--- config.mk ---
export PLATFORM = sky130hd
export DESIGN_NAME = clk_div_bank_flat
export DESIGN_NICKNAME = d
export VERILOG_FILES = /design/src/rtl/clk_div_bank_if.sv /design/src/rtl/clk_div_bank.sv /design/src/flat_wrapper.sv
export SDC_FILE = /design/constraint.sdc
export NUM_CORES = 1
export LEC_CHECK = 0
export CORE_UTILIZATION = 40
export CTS_BUF_LIST = sky130_fd_sc_hd__clkbuf_16
export DETAILED_ROUTE_END_ITERATION = 7
export PLACE_DENSITY = 0.54
export SYNTH_ARGS = -nofsm -noshare
export SYNTH_HDL_FRONTEND = slang
export SYNTH_SLANG_ARGS = --single-unit
--- constraint.sdc ---
create_clock -name clkin -period 3.6 [get_ports clkin]
set_input_delay 0.72 -clock clkin [delete_from_list [all_inputs] [get_ports clkin]]
set_output_delay 0.72 -clock clkin [all_outputs]
set_load 0.02 [all_outputs]
--- src/rtl/clk_div_bank_if.sv ---
`default_nettype none
// ============================================================================
// Module      : clk_div_bank_if
// Description : Configuration, resync and per-channel output bundle of the
//               clock-divider bank.
// Revision    : 1.0 - initial release
// ============================================================================
interface clk_div_bank_if #(
    parameter int N_CH  = 4,
    parameter int DIV_W = 16
);
    localparam int c_CH_W = (N_CH > 1) ? $clog2(N_CH) : 1;

    logic              cfg_valid;
    logic              cfg_ready;
    logic [c_CH_W-1:0] cfg_ch;
    logic [DIV_W-1:0]  cfg_div;
    logic [DIV_W-1:0]  cfg_duty;
    logic [DIV_W-1:0]  cfg_phase;
    logic              cfg_en;
    logic              sync_all;
    logic [N_CH-1:0]   ce;
    logic [N_CH-1:0]   clkout;
    logic [N_CH-1:0]   lock;

    modport master (
        output cfg_valid, cfg_ch, cfg_div, cfg_duty, cfg_phase, cfg_en, sync_all,
        input  cfg_ready, ce, clkout, lock
    );

    modport slave (
        input  cfg_valid, cfg_ch, cfg_div, cfg_duty, cfg_phase, cfg_en, sync_all,
        output cfg_ready, ce, clkout, lock
    );
endinterface
`default_nettype wire

--- src/rtl/clk_div_bank.sv ---
`default_nettype none
// ============================================================================
// Module      : clk_div_bank
// Description : Bank of N_CH programmable dividers producing clock-enable
//               pulses, square waves and a settled (lock) flag per channel.
// Revision    : 1.0 - initial release
// ============================================================================
module clk_div_bank #(
    parameter int N_CH     = 4,
    parameter int DIV_W    = 16,
    parameter int LOCK_CYC = 16
) (
    input  wire           clkin,
    input  wire           reset,
    clk_div_bank_if.slave bus
);
    localparam int                c_CH_W     = (N_CH > 1) ? $clog2(N_CH) : 1;
    localparam int                c_LK_W     = (LOCK_CYC > 0) ? $clog2(LOCK_CYC + 1) : 1;
    localparam logic [c_LK_W-1:0] c_LK_MAX   = c_LK_W'(LOCK_CYC);
    localparam logic [0:0]        c_ST_IDLE  = 1'b0;
    localparam logic [0:0]        c_ST_APPLY = 1'b1;

    logic [0:0]        r_state;
    logic [c_CH_W-1:0] r_cfg_ch;
    logic [DIV_W-1:0]  r_cfg_div;
    logic [DIV_W-1:0]  r_cfg_duty;
    logic [DIV_W-1:0]  r_cfg_phase;
    logic              r_cfg_en;

    logic              w_xfer;
    logic              w_apply;
    logic [DIV_W-1:0]  w_load_new;
    logic [N_CH-1:0]   w_ce;
    logic [N_CH-1:0]   w_clkout;
    logic [N_CH-1:0]   w_lock;

    assign w_xfer     = bus.cfg_valid && (r_state == c_ST_IDLE);
    assign w_apply    = (r_state == c_ST_APPLY);
    assign w_load_new = (r_cfg_phase > r_cfg_div) ? r_cfg_div : r_cfg_phase;

    assign bus.cfg_ready = (r_state == c_ST_IDLE);
    assign bus.ce        = w_ce;
    assign bus.clkout    = w_clkout;
    assign bus.lock      = w_lock;

    // Two-state config port: the captured word is written on the APPLY cycle.
    always_ff @(posedge clkin) begin
        if (reset) begin
            r_state     <= c_ST_IDLE;
            r_cfg_ch    <= '0;
            r_cfg_div   <= '0;
            r_cfg_duty  <= '0;
            r_cfg_phase <= '0;
            r_cfg_en    <= 1'b0;
        end else begin
            case (r_state)
                c_ST_IDLE: begin
                    if (w_xfer) begin
                        r_state     <= c_ST_APPLY;
                        r_cfg_ch    <= bus.cfg_ch;
                        r_cfg_div   <= bus.cfg_div;
                        r_cfg_duty  <= bus.cfg_duty;
                        r_cfg_phase <= bus.cfg_phase;
                        r_cfg_en    <= bus.cfg_en;
                    end
                end
                c_ST_APPLY: r_state <= c_ST_IDLE;
                default:    r_state <= c_ST_IDLE;
            endcase
        end
    end

    for (genvar i = 0; i < N_CH; i++) begin : g_ch
        // An out-of-range channel number simply matches no index here.
        localparam logic [c_CH_W-1:0] c_IDX = c_CH_W'(i);

        logic [DIV_W-1:0]  r_div;
        logic [DIV_W-1:0]  r_duty;
        logic [DIV_W-1:0]  r_phase;
        logic [DIV_W-1:0]  r_cnt;
        logic              r_en;
        logic              r_ce;
        logic              r_clkout;
        logic              r_lock;
        logic [c_LK_W-1:0] r_lk_cnt;

        logic              w_sel;
        logic [DIV_W-1:0]  w_load_old;
        logic [DIV_W-1:0]  w_cnt_wrap;
        logic [c_LK_W-1:0] w_lk_nxt;

        assign w_sel      = w_apply && (r_cfg_ch == c_IDX);
        assign w_load_old = (r_phase > r_div) ? r_div : r_phase;
        assign w_cnt_wrap = (r_cnt >= r_div) ? '0 : (r_cnt + DIV_W'(1));

        always_comb begin
            w_lk_nxt = r_lk_cnt;
            if (w_sel || !r_en) begin
                w_lk_nxt = '0;
            end else if (r_lk_cnt != c_LK_MAX) begin
                w_lk_nxt = r_lk_cnt + c_LK_W'(1);
            end
        end

        always_ff @(posedge clkin) begin
            if (reset) begin
                r_div    <= '0;
                r_duty   <= '0;
                r_phase  <= '0;
                r_cnt    <= '0;
                r_en     <= 1'b0;
                r_ce     <= 1'b0;
                r_clkout <= 1'b0;
                r_lock   <= 1'b0;
                r_lk_cnt <= '0;
            end else begin
                r_ce     <= r_en && (r_cnt == '0);
                r_clkout <= r_en && (r_cnt < r_duty);
                r_lk_cnt <= w_lk_nxt;
                r_lock   <= (w_lk_nxt == c_LK_MAX);

                // A fresh config wins over sync_all for the channel being applied.
                if (w_sel) begin
                    r_div   <= r_cfg_div;
                    r_duty  <= r_cfg_duty;
                    r_phase <= r_cfg_phase;
                    r_en    <= r_cfg_en;
                    r_cnt   <= r_cfg_en ? w_load_new : '0;
                end else if (!r_en) begin
                    r_cnt <= '0;
                end else if (bus.sync_all) begin
                    r_cnt <= w_load_old;
                end else begin
                    r_cnt <= w_cnt_wrap;
                end
            end
        end

        assign w_ce[i]     = r_ce;
        assign w_clkout[i] = r_clkout;
        assign w_lock[i]   = r_lock;
    end
endmodule
`default_nettype wire
--- src/flat_wrapper.sv ---
// flat-port wrapper written by rule: the top's interface ports become plain ports
module clk_div_bank_flat 
#(
    parameter int N_CH     = 4,
    parameter int DIV_W    = 16,
    parameter int LOCK_CYC = 16
)
  (clkin, reset, bus_cfg_valid, bus_cfg_ch, bus_cfg_div, bus_cfg_duty, bus_cfg_phase, bus_cfg_en, bus_sync_all, bus_cfg_ready, bus_ce, bus_clkout, bus_lock);
  clk_div_bank_if #(.N_CH(N_CH), .DIV_W(DIV_W)) bus_i ();
  input  wire clkin;
  input  wire reset;
  input wire logic [$bits(bus_i.cfg_valid)-1:0] bus_cfg_valid;
  input wire logic [$bits(bus_i.cfg_ch)-1:0] bus_cfg_ch;
  input wire logic [$bits(bus_i.cfg_div)-1:0] bus_cfg_div;
  input wire logic [$bits(bus_i.cfg_duty)-1:0] bus_cfg_duty;
  input wire logic [$bits(bus_i.cfg_phase)-1:0] bus_cfg_phase;
  input wire logic [$bits(bus_i.cfg_en)-1:0] bus_cfg_en;
  input wire logic [$bits(bus_i.sync_all)-1:0] bus_sync_all;
  output wire logic [$bits(bus_i.cfg_ready)-1:0] bus_cfg_ready;
  output wire logic [$bits(bus_i.ce)-1:0] bus_ce;
  output wire logic [$bits(bus_i.clkout)-1:0] bus_clkout;
  output wire logic [$bits(bus_i.lock)-1:0] bus_lock;
  assign bus_i.cfg_valid = bus_cfg_valid;
  assign bus_i.cfg_ch = bus_cfg_ch;
  assign bus_i.cfg_div = bus_cfg_div;
  assign bus_i.cfg_duty = bus_cfg_duty;
  assign bus_i.cfg_phase = bus_cfg_phase;
  assign bus_i.cfg_en = bus_cfg_en;
  assign bus_i.sync_all = bus_sync_all;
  assign bus_cfg_ready = bus_i.cfg_ready;
  assign bus_ce = bus_i.ce;
  assign bus_clkout = bus_i.clkout;
  assign bus_lock = bus_i.lock;
  clk_div_bank #(.N_CH(N_CH), .DIV_W(DIV_W), .LOCK_CYC(LOCK_CYC)) u_core (.clkin(clkin), .reset(reset), .bus(bus_i));
endmodule
==> flow_summary.rst <==
.. list-table::
   :header-rows: 1

   * - Metric
     - Value
   * - Run status
     - complete, no violations
   * - HP Start
     - u_core.g_ch[3].r_duty[0]
   * - Port bufs
     - 67
   * - ANT nets after route
     - 0
   * - Clock tree from TritonCTS
     - done
   * - Largest clock skew in the final design
     - 15.7 ps
   * - Proportion of register bits with asynchronous set or reset after synthesis
     - 0%
   * - Worst Tran Pin Value
     - 941 ps
   * - Commonest non-fill, non-tap cells in the layout
     - sky130_fd_sc_hd__nand2_1, sky130_fd_sc_hd__dfxtp_1, sky130_fd_sc_hd__a21oi_1, sky130_fd_sc_hd__ha_1, sky130_fd_sc_hd__inv_1
   * - Part of the power in the clock network
     - 46.8%
   * - Horizontal extent of the die
     - 222 um
   * - Largest area contributor in the netlist
     - sky130_fd_sc_hd__dfxtp_1
   * - Final Hold Viols
     - 0
   * - Number of primary I/O pins
     - 68
   * - Drt first pass iters
     - 6
   * - Launching point of the worst reg2reg path
     - u_core.g_ch[3].r_div[1]
   * - Internal power contribution
     - 0.00671 W
   * - Fmax
     - 321 MHz
   * - Die Outline Area
     - 49,200 um2
   * - Worst-Skew Late Latency
     - 580 ps
   * - Final std cell area, no fill
     - 22,400 um2
   * - Category of the critical setup timing path
     - reg2reg
   * - Pin count of the biggest net entering global routing
     - 76
   * - Core Util, Final
     - 46.8%
   * - Part of the Yosys area used for sequential elements
     - 35.6%
   * - Vertical die dimension
     - 222 um
   * - Floorplan Core Area
     - 47,700 um2
   * - Net switching power
     - 0.00243 W
   * - Worst path cell trace
     - inv_1 -> ha_1 -> nor2b_1 -> o211ai_1 -> a2111oi_0 -> nor3_1 -> a21oi_2 -> buf_4 -> mux2i_1 -> o221ai_1
   * - Wire length of the first global-routing pass
     - 103 mm
   * - Area share of the leading cell type in the synthesized netlist
     - 35.6%
   * - CTS Hold Buffers Added
     - 0
   * - Share of power burned in combinational logic
     - 9.7%
   * - Number of different library cells in the post-synthesis netlist
     - 66
   * - Post-synthesis net count
     - 2,729
   * - Routed wire length
     - 68.5 mm
   * - Worst-case hold path end point
     - u_core.g_ch[3].r_duty[0]
   * - Ant. Diodes
     - 0
   * - Initial standard-cell utilization of the core
     - 40.5%
   * - Max Fanout on Critical Path
     - 9
   * - Worst r2r path cells
     - 10
   * - Average wire per standard cell
     - 21.6 um
   * - Largest voltage drop on the vdd net
     - 0.348 mV
   * - Critical register-to-register path endpoint
     - u_core.g_ch[3].r_cnt[2]
   * - Cells resized by post-CTS repair
     - 0
   * - Fraction of layout instances using a drive strength above 1
     - 7.80%
   * - # DRC
     - 0
   * - Setup Viol. Count Final
     - 0
   * - PD cells
     - 409 nW/um2
   * - Critical path's largest stage delay
     - 640 ps
   * - Finished Layout Cells
     - 3,178
   * - Reported max-cap violation count
     - 0
   * - Clock input transition at the sequential cells of the worst setup and hold paths
     - 60 ps
   * - Initial antenna violation count
     - 2
   * - Most common cell after layout, fill and taps aside
     - sky130_fd_sc_hd__nand2_1
   * - Cell Count Post-Placement
     - 3,101
   * - Main synth FF type
     - sky130_fd_sc_hd__dfxtp_1
   * - Slowest cell on the critical path
     - sky130_fd_sc_hd__a2111oi_0
   * - Number of pins exceeding their max-slew limit in the final report
     - 0
   * - WHS Path Cells
     - 2
   * - Final critical-path share of the clock period
     - 86.4%
   * - DR vias/cell
     - 5.61
   * - Unrepaired setup endpoints after global routing
     - no
   * - Yosys reg bits
     - 344
   * - Accumulated negative setup slack
     - 0 ps
   * - Instance count of the mapped netlist
     - 2,454
   * - Worst hold-check path type
     - reg2reg
   * - Number of enable-type register cells in the synthesized netlist
     - 0
   * - Detailed placer's ending HPWL
     - 49.7 mm
   * - Number of nets at the end of the flow
     - 2,805
   * - Type of destination of the critical path
     - flip-flop
   * - Combined area of all synthesized cells
     - 19,300 um2
   * - # H-tree levels
     - 2
   * - Relative max-transition margin
     - 37.0%
   * - Vias in the first global route
     - 17,000
   * - Post-CTS Setup Repair Bufs
     - 0
   * - TritonCTS buffer count
     - 42
   * - Switching portion of total power
     - 26.6%
   * - Internal reg-to-reg setup slack
     - 490 ps
   * - # clock sinks
     - 344
   * - Lkg Pwr
     - 8.17 nW
   * - Cell area reported after detailed placement
     - 21,000 um2
   * - Total number of placement rows
     - 80
   * - Share of power burned in registers
     - 43.5%
   * - Total track usage
     - 27.6%
   * - Maximum number of buffers from clock root to sink
     - 3
   * - Clock tree root driver cell
     - sky130_fd_sc_hd__clkbuf_16
   * - Number of DRC violations after detailed-routing iteration 0
     - 1,496
   * - Mean post-synth cell area
     - 7.88 um2
   * - Via count
     - 17,800
   * - Area growth syn-to-layout
     - 15.6%
   * - Data arrival time at the worst-slack endpoint
     - 3550 ps
   * - CP startpoint kind
     - flip-flop
   * - Global route total overflow
     - 0
   * - Count of yosys warnings during synthesis
     - 0
   * - Final Wtd Congestion
     - 0.935
   * - Final critical path time including I/O delays and setup
     - 3110 ps
   * - Synth area leaders
     - sky130_fd_sc_hd__dfxtp_1, sky130_fd_sc_hd__ha_1, sky130_fd_sc_hd__nand2_1, sky130_fd_sc_hd__a21oi_1, sky130_fd_sc_hd__inv_1
   * - Critical Path RT
     - 4040 ps
==> registers in the layout (all words and copies together) (netlist names), 16 cells and up <==
name	flops
u_core.g_ch.r_lk_cnt	20
u_core.g_ch.r_phase	64
u_core.g_ch.r_div	64
u_core.g_ch.r_cnt	64
u_core.g_ch.r_duty	64
u_core.r_cfg_div	16
u_core.r_cfg_phase	16
u_core.r_cfg_duty	16
==> kinds of logic (layout without fill, tap and decap cells) <==
logic type,Yosys count,count (layout),share of synthesized area (%)
AND/OR/NAND/NOR,923,923,20.8
AO/OA/AOI/OAI,547,547,17.5
flip-flops,344,344,35.6
buffers and inverters,305,414,6.31
adder cells (fa/ha/maj),220,220,14.2
XOR/XNOR,68,68,3.08
multiplexers,47,47,2.53
==> synthesized netlist by cell type, types with 22 or more instances <==
cell type                  number
sky130_fd_sc_hd__o21ai_0       34
sky130_fd_sc_hd__nand4_1       42
sky130_fd_sc_hd__o221ai_1      24
sky130_fd_sc_hd__nand3_1       68
sky130_fd_sc_hd__dfxtp_1      344
sky130_fd_sc_hd__o22ai_1       22
sky130_fd_sc_hd__xor2_1        39
sky130_fd_sc_hd__nand2b_1      22
sky130_fd_sc_hd__mux2i_1       36
sky130_fd_sc_hd__clkbuf_1     108
sky130_fd_sc_hd__xnor2_1       29
sky130_fd_sc_hd__nor2_1        91
sky130_fd_sc_hd__inv_1        169
sky130_fd_sc_hd__nand2_1      594
sky130_fd_sc_hd__ha_1         220
sky130_fd_sc_hd__o211ai_1      23
sky130_fd_sc_hd__a21oi_1      324
==> per-layer routing <==
metal  global-route usage (%)  vias up  part of all wire [%]
met1                     36.7     8475                    44
met2                     43.5      572                    44
met4                     10.8        2                   4.2
met5                        0        -                 0.019
li1                         -     8647                     -
met3                     6.16      144                   8.1
==> area by class of cell <==
| type | count | area, um2 |
|---|---|---|
| clock buffers | 45 | 1130 |
| multi-input cells | 1805 | 11300 |
| clock inverters | 32 | 246 |
| inverters | 169 | 634 |
| flip-flops and latches | 344 | 6890 |
| fillers | 4753 | 25400 |
| well taps | 615 | 769 |
| repair buffers | 168 | 1430 |
==> power groups by stage <==
| stage | Combinational [W] | Sequential (W) | Clock (W) |
|---|---|---|---|
| 2_1_floorplan | 0.000452 | 0.00398 | 0 |
| 3_3_place_gp | 0.000862 | 0.00405 | 0 |
| 3_5_place_dp | 0.000869 | 0.00405 | 0 |
| 4_1_cts | 0.000874 | 0.00397 | 0.00436 |
| 5_1_grt | 0.000937 | 0.00397 | 0.00452 |
| 6_report | 0.000889 | 0.00397 | 0.00428 |
==> through the flow <==
step / hold WS, ps / power (W) / setup WS (ps)
5_1_grt: 469 / 0.00943 / 323
3_5_place_dp: 445 / 0.00492 / 500
6_report: 452 / 0.00914 / 489
2_1_floorplan: 422 / 0.00444 / 1110
3_3_place_gp: 440 / 0.00491 / 606
4_1_cts: 452 / 0.00920 / 535
==> how the worst max path moves through the flow <==
stage,from,endpoint,slack [ps],depth (start not counted)
after floorplan,u_core.r_cfg_div[10],u_core.g_ch[1].r_cnt[2],1110,10
after global placement,bus_sync_all,u_core.g_ch[0].r_cnt[15],610,6
after detailed placement,bus_sync_all,u_core.g_ch[0].r_cnt[14],500,7
after CTS,u_core.g_ch[3].r_div[1],u_core.g_ch[3].r_cnt[2],530,10
after global routing,u_core.g_ch[3].r_div[1],u_core.g_ch[3].r_cnt[2],320,10
final,u_core.g_ch[3].r_div[1],u_core.g_ch[3].r_cnt[2],490,10
==> worst max-delay path: cells and delay by family, from the launching register on <==
family	cells	cell delay, ps
flip-flops	1	340
buffers and inverters	2	380
multiplexers	1	260
AND/OR/NAND/NOR	2	270
adder cells (fa/ha/maj)	1	290
AO/OA/AOI/OAI	4	1430
Power figures use the tool's default switching activity.
